`config.mk`:
```
export PLATFORM = sky130hd
export DESIGN_NAME = fetch_unit
export DESIGN_NICKNAME = d
export VERILOG_FILES = /design/src/rtl/fetch_unit.sv
export SDC_FILE = /design/constraint.sdc
export NUM_CORES = 1
export LEC_CHECK = 0
export CAP_MARGIN = 20
export CORE_UTILIZATION = 48
export CTS_CLUSTER_DIAMETER = 150
export DETAILED_ROUTE_END_ITERATION = 10
export PLACE_DENSITY_LB_ADDON = 0.2
export SYNTH_ARGS = -nofsm -noshare
export SYNTH_HDL_FRONTEND = slang
export SYNTH_SLANG_ARGS = --single-unit
```
`constraint.sdc`:
```
create_clock -name clk -period 4.4 [get_ports clk]
set_input_delay 0.44 -clock clk [delete_from_list [all_inputs] [get_ports clk]]
set_output_delay 0.44 -clock clk [all_outputs]
set_load 0.01 [all_outputs]
```
`src/rtl/fetch_unit.sv`:
```
// ---------------------------------------------------------------------------
// fetch_unit
//
// Instruction fetch and program-counter sequencer for the 4-bit-opcode
// microprocessor. It fetches one instruction at a time into the instruction
// register (IR) and presents the opcode to the control unit. It then uses
// that unit's PC control bits to pick the next PC. An HLT instruction parks
// the unit in HALT until resume is asserted.
//
// Handshake: imem_req is high for every cycle the unit is in FETCH, and
// imem_addr is held stable for all of that time. A transfer completes on the
// rising edge where imem_req and imem_valid are both high. imem_valid is
// ignored in every other state.
//
// Ports:
//   clk, rst_n            clock (rising edge); asynchronous active-low reset
//   imem_req / imem_addr  fetch request and address (the current PC)
//   imem_valid/imem_rdata instruction memory response
//   instr / opcode        IR contents and IR[15:12] for the control unit
//   instr_valid           high while the IR holds an instruction in EXEC
//   ctrl_lpc, ctrl_spc    load-PC enable and PC source select
//   ctrl_brce, ctrl_brcne branch-if-equal / branch-if-not-equal enables
//   alu_zero, rs_value    branch condition and jump-register target
//   ex_stall              holds EXEC while downstream is busy
//   resume                leaves HALT
//   pc_plus1              PC+1, used as the JAL link value
//   halted                high while in HALT
// ---------------------------------------------------------------------------
module fetch_unit #(
  parameter int PC_W    = 8,
  parameter int INSTR_W = 16
) (
  input  logic               clk,
  input  logic               rst_n,
  output logic               imem_req,
  output logic [PC_W-1:0]    imem_addr,
  input  logic               imem_valid,
  input  logic [INSTR_W-1:0] imem_rdata,
  output logic [INSTR_W-1:0] instr,
  output logic [3:0]         opcode,
  output logic               instr_valid,
  input  logic               ctrl_lpc,
  input  logic [1:0]         ctrl_spc,
  input  logic               ctrl_brce,
  input  logic               ctrl_brcne,
  input  logic               alu_zero,
  input  logic [PC_W-1:0]    rs_value,
  input  logic               ex_stall,
  input  logic               resume,
  output logic [PC_W-1:0]    pc_plus1,
  output logic               halted
);

  typedef enum logic [1:0] {
    IDLE  = 2'd0,
    FETCH = 2'd1,
    EXEC  = 2'd2,
    HALT  = 2'd3
  } state_t;

  localparam logic [3:0]         OP_HLT   = 4'hF;
  // The IR resets to a NOP so the control unit sees a harmless opcode.
  localparam logic [INSTR_W-1:0] IR_RESET = {4'hE, {(INSTR_W-4){1'b0}}};

  state_t               state_q, state_d;
  logic [PC_W-1:0]      pc_q, pc_d;
  logic [INSTR_W-1:0]   ir_q, ir_d;
  logic                 halted_q, halted_d;

  logic [PC_W-1:0]      pc_inc;
  logic [PC_W-1:0]      br_off;
  logic [PC_W-1:0]      br_target;
  logic [PC_W-1:0]      jmp_target;
  logic                 br_taken;

  // All PC arithmetic wraps modulo 2^PC_W.
  assign pc_inc     = pc_q + PC_W'(1);
  // A size cast of a signed 8-bit value sign-extends the branch offset.
  assign br_off     = PC_W'($signed(ir_q[7:0]));
  assign br_target  = pc_inc + br_off;
  // The jump field is IR[11:0]. It is truncated to the PC width.
  assign jmp_target = ir_q[PC_W-1:0];
  assign br_taken   = (ctrl_brce & alu_zero) | (ctrl_brcne & ~alu_zero);

  always_comb begin
    state_d = state_q;
    pc_d    = pc_q;
    ir_d    = ir_q;
    unique case (state_q)
      IDLE: begin
        state_d = FETCH;
      end
      FETCH: begin
        if (imem_valid) begin
          ir_d    = imem_rdata;
          state_d = EXEC;
        end
      end
      EXEC: begin
        if (!ex_stall) begin
          if (opcode == OP_HLT) begin
            // HLT ignores the control bits. The PC steps past the HLT so
            // that resume continues with the next instruction.
            pc_d    = pc_inc;
            state_d = HALT;
          end else begin
            state_d = FETCH;
            if (!ctrl_lpc) begin
              pc_d = pc_inc;
            end else begin
              unique case (ctrl_spc)
                2'b00:   pc_d = pc_inc;
                2'b01:   pc_d = br_taken ? br_target : pc_inc;
                2'b10:   pc_d = jmp_target;
                default: pc_d = rs_value;
              endcase
            end
          end
        end
      end
      HALT: begin
        if (resume) begin
          state_d = FETCH;
        end
      end
      default: begin
        state_d = IDLE;
      end
    endcase
    halted_d = (state_d == HALT);
  end

  always_ff @(posedge clk or negedge rst_n) begin
    if (!rst_n) begin
      state_q  <= IDLE;
      pc_q     <= '0;
      ir_q     <= IR_RESET;
      halted_q <= 1'b0;
    end else begin
      state_q  <= state_d;
      pc_q     <= pc_d;
      ir_q     <= ir_d;
      halted_q <= halted_d;
    end
  end

  assign imem_req    = (state_q == FETCH);
  assign instr_valid = (state_q == EXEC);
  assign imem_addr   = pc_q;
  assign instr       = ir_q;
  assign opcode      = ir_q[INSTR_W-1:INSTR_W-4];
  assign pc_plus1    = pc_inc;
  assign halted      = halted_q;

endmodule

```
==> results list <==
- In this run switching power makes up between 40% and 50% of total power.
- Number of buffers inserted by port buffering: 73
- Number of distinct standard cells referenced by the synthesized netlist: 50
* End point of the worst hold path: instr[8]$_DFFE_PN0P_
- Number of max-slew violations in the final report: 0
- Along the worst hold path, the cell count comes to 1.
- Area growth from synthesis to final layout: 40.13%
- After routing the design area is 2709 um2.
- Placed Area: 2664 um2
* Power Dens Cells: 762.4 nW/um2
- The internal power of the cells totals 0.001170 W.
- After the last flow step, the layout net total stands at approximately 310.
* Hold Vio Cnt, Final: 0
* Maximum number of pins on one net before global-route repair: 28
* Reg2reg end: imem_addr[7]$_DFFE_PN0P_
- After synthesis the netlist holds a flip-flop and latch count of 27.
* Min Clock Period, post-route: about 2.8 ns
* Buffers from clock root to sink, at most: 2
- Synthesis produced a netlist with a net count of 246.
* Overall die width: 65.46 um
* Main synth FF type: dfrtp_1
- Maximum vdd drop: 0.0004408 V
- The floorplan step defined a die boundary enclosing 4285 um2.
* TritonCTS Buffers: 3
- RSZ-0062 raised after global routing: no
- Clock power frac: under 10%
- In this run the power spent charging and discharging nets is 0.0008950 W.
- Number of standard cells after synthesis: 202
- Final total power: just over 0.002 W
- Max capacitance violation total: 0
- Hold repair after CTS inserted 0 buffers.
* Arrival time of data at the critical path endpoint: 3.04 ns
* First drt pass iteration count: 4
- Floorplan core area: 3771 um2
- Highest clock frequency the design can meet: 0.3544 GHz
- From bottom edge to top edge, the die measures 65.46 um.
* Cell at the root of the clock tree: clkbuf_8
- Initial standard-cell utilization of the core: 51.26%
- Post-DRT Antenna Nets: 0
* Number of gates given a new drive strength after cts: 0
- Via count: 1880
- EDFF count, synth: 0
- Clock tree synthesis found a total of 27 sinks.
- Global routing consumed, over all layers together, 25.35% of the routing resources.
* Relative slew slack: 55.82%
* Mean area per synthesized cell: 9.570 um2
* Hold WC Path Type: register to register
- Status: completed
* Ratio of cells with drive above 1 in the final layout: 4.478%
- Wire length of the first global-routing pass: around 8300 um
* Sum of routed wire length over all layers: around 5000 um
- Overflow left after global routing: 0
* Row count: 22
- The worst hold path begins at instr[8]$_DFFE_PN0P_.
- For the worst setup path, the data required time is 4.62 ns.
- For this run, the number of Yosys warnings is 0.
- Slew at the pin with the worst max-slew slack: 0.6612 ns
- The setup path with the least slack is of type register to register.
- Vias per inst: between 5 and 6
* Setup_tns: 0 ns
- Combinational logic burns 67.2% of the power.
- For the worst flop-to-flop path, the logic depth is 10.
- After the first detailed-routing iteration, the DRC count stood at 155.
- Postcts setup bufs: 0
* N_diodes: 0
* Synth Cell Area: 1933 um2
* Post-route fraction of the period consumed by the critical path: 64.12%
* Setup crit start kind: register
- Worst clock skew on the final layout: around 0.0093 ns
- CTS clock-pin slew for the worst setup and hold paths: 0.09 ns
- TritonCTS built the clock tree.
- HPWL after detailed placement: 3910 um
- The number of antenna violations at the first check in global routing is 0.
- Dividing the detail-routed wire length by the instance count gives 15.95 um.
- For this run, the register share of the synthesized area comes to 35.15%.
- The startpoint identified for the worst register-to-register timing path is imem_addr[0]$_DFFE_PN0P_.
* Share of async-settable or async-resettable flops after synthesis: 100.0%
- CP Capture Type: register
- CTS built an H-tree with a depth of 1.
* Number of global-route vias before repair: 1689
- The clock reaches the later pin of the worst-skew pair after 0.28 ns.
* Count of boundary I/O pins: 74
- Across all register-to-register paths, the minimum setup slack is 1.58 ns.
* Number of setup violations in the final report: 0
* Post-route DRC: 0
* Peak fanout along the critical path: 8
* Seq pwr share: approximately a quarter
* Pleak: 1.102 nW
- Global placer's final weighted congestion: between 0.9 and 1
## placed cells by master, fill, tap and decap left out, types with 2 or more instances in the layout
master,count
clkdlybuf4s50_1,73
inv_1,9
or3_1,3
o21ai_0,6
a211oi_2,2
xnor2_1,3
dfstp_2,3
xor2_1,5
ha_1,8
a211oi_1,2
nand4_1,5
nand2b_1,2
nand2_1,14
a21oi_1,12
dfrtp_1,24
o211ai_1,4
and2b_1,2
a31oi_1,3
o2111a_1,2
mux2_1,18
o22ai_1,3
a22oi_1,2
o21a_1,2
o21ai_1,9
clkbuf_8,3
mux2i_1,8
nor2_1,8
nor4_1,3
nand3_1,8
## cell usage after synthesis (3+ instances only)
library cell	instances	area, um2
a21oi_1	12	60.06
a31oi_1	3	18.77
buf_2	6	30.03
buf_4	4	30.03
dfrtp_1	24	600.6
dfstp_2	3	78.83
ha_1	8	100.1
inv_1	9	33.78
mux2_1	18	202.7
mux2i_1	8	80.08
nand2_1	14	52.55
nand3_1	8	40.04
nand4_1	5	31.28
nor2_1	8	30.03
nor4_1	3	18.77
o211ai_1	4	30.03
o21ai_0	6	30.03
o21ai_1	9	45.04
o22ai_1	3	18.77
or3_1	3	18.77
xnor2_1	3	26.28
xor2_1	5	43.79
## layout make-up
| class | count | area (um2) |
|---|---|---|
| well taps | 48 | 60.06 |
| multi-input cells | 154 | 1152 |
| flip-flops and latches | 27 | 679.4 |
| clock buffers | 4 | 45.04 |
| fillers | 325 | 1062 |
| repair buffers | 74 | 738.2 |
| inverters | 9 | 33.78 |
## worst max-delay path: stages (launching register included)
cell and delay (ns):
dfrtp_1 0.48, ha_1 0.29, nand2_1 0.08, nor2_1 0.12
xor2_1 0.33, ha_1 0.35, a211oi_2 0.27, o2111a_1 0.22
a211oi_1 0.05, or4_1 0.48, nand3_1 0.09
## power by group through the flow
stage | combinational [W] | sequential [W] | clock, W
after global placement | 0.00135 | 0.000533 | 0
final | 0.00139 | 0.000536 | 0.000141
after floorplan | 0.000778 | 0.000558 | 0
after global routing | 0.00150 | 0.000561 | 0.000154
after CTS | 0.00138 | 0.000534 | 0.000145
after detailed placement | 0.00137 | 0.000539 | 0
## worst max-delay path by stage
stage                             startpoint                        to  cells after the start
floorplan           imem_addr[0]$_DFFE_PN0P_  imem_addr[7]$_DFFE_PN0P_                     10
global placement    imem_addr[0]$_DFFE_PN0P_  imem_addr[7]$_DFFE_PN0P_                     10
detailed placement  imem_addr[0]$_DFFE_PN0P_  imem_addr[7]$_DFFE_PN0P_                     10
CTS                 imem_addr[0]$_DFFE_PN0P_  imem_addr[7]$_DFFE_PN0P_                     10
global route        imem_addr[0]$_DFFE_PN0P_  imem_addr[7]$_DFFE_PN0P_                     10
finish              imem_addr[0]$_DFFE_PN0P_  imem_addr[7]$_DFFE_PN0P_                     10
## cells by family after synthesis
family / after synthesis / share of synthesized area [%]
AO/OA/AOI/OAI: 56 / 19.35
buffers and inverters: 21 / 5.243
flip-flops: 27 / 35.15
AND/OR/NAND/NOR: 54 / 15.21
adder cells (fa/ha/maj): 9 / 6.214
XOR/XNOR: 8 / 3.625
multiplexers: 27 / 15.21
## sequential cells by signal (all words and copies together) (netlist names)
| register | cells |
|---|---|
| instr | 16 |
| imem_addr | 8 |
| state_q | 2 |
| halted | 1 |
## per-stage QoR
stage	worst slack (ns)	hold WS [ns]	util, %	std cells
final	1.579	0.5014	71.83	316
after global routing	1.365	0.5314	71.83	316
after CTS	1.612	0.5095	71.83	316
after detailed placement	1.651	0.4846	70.64	312
after global placement	1.726	0.4754	70.64	312
after floorplan	1.693	0.1444	-	202
## metal layers
metal / track usage (%) / part of all wire [%]
met4: 5.435 / 0.71
met1: 37.03 / 44
met5: 0 / 0
met3: 3.993 / 6.8
met2: 39.30 / 48
No activity file was read; power rests on OpenSTA's default activity.
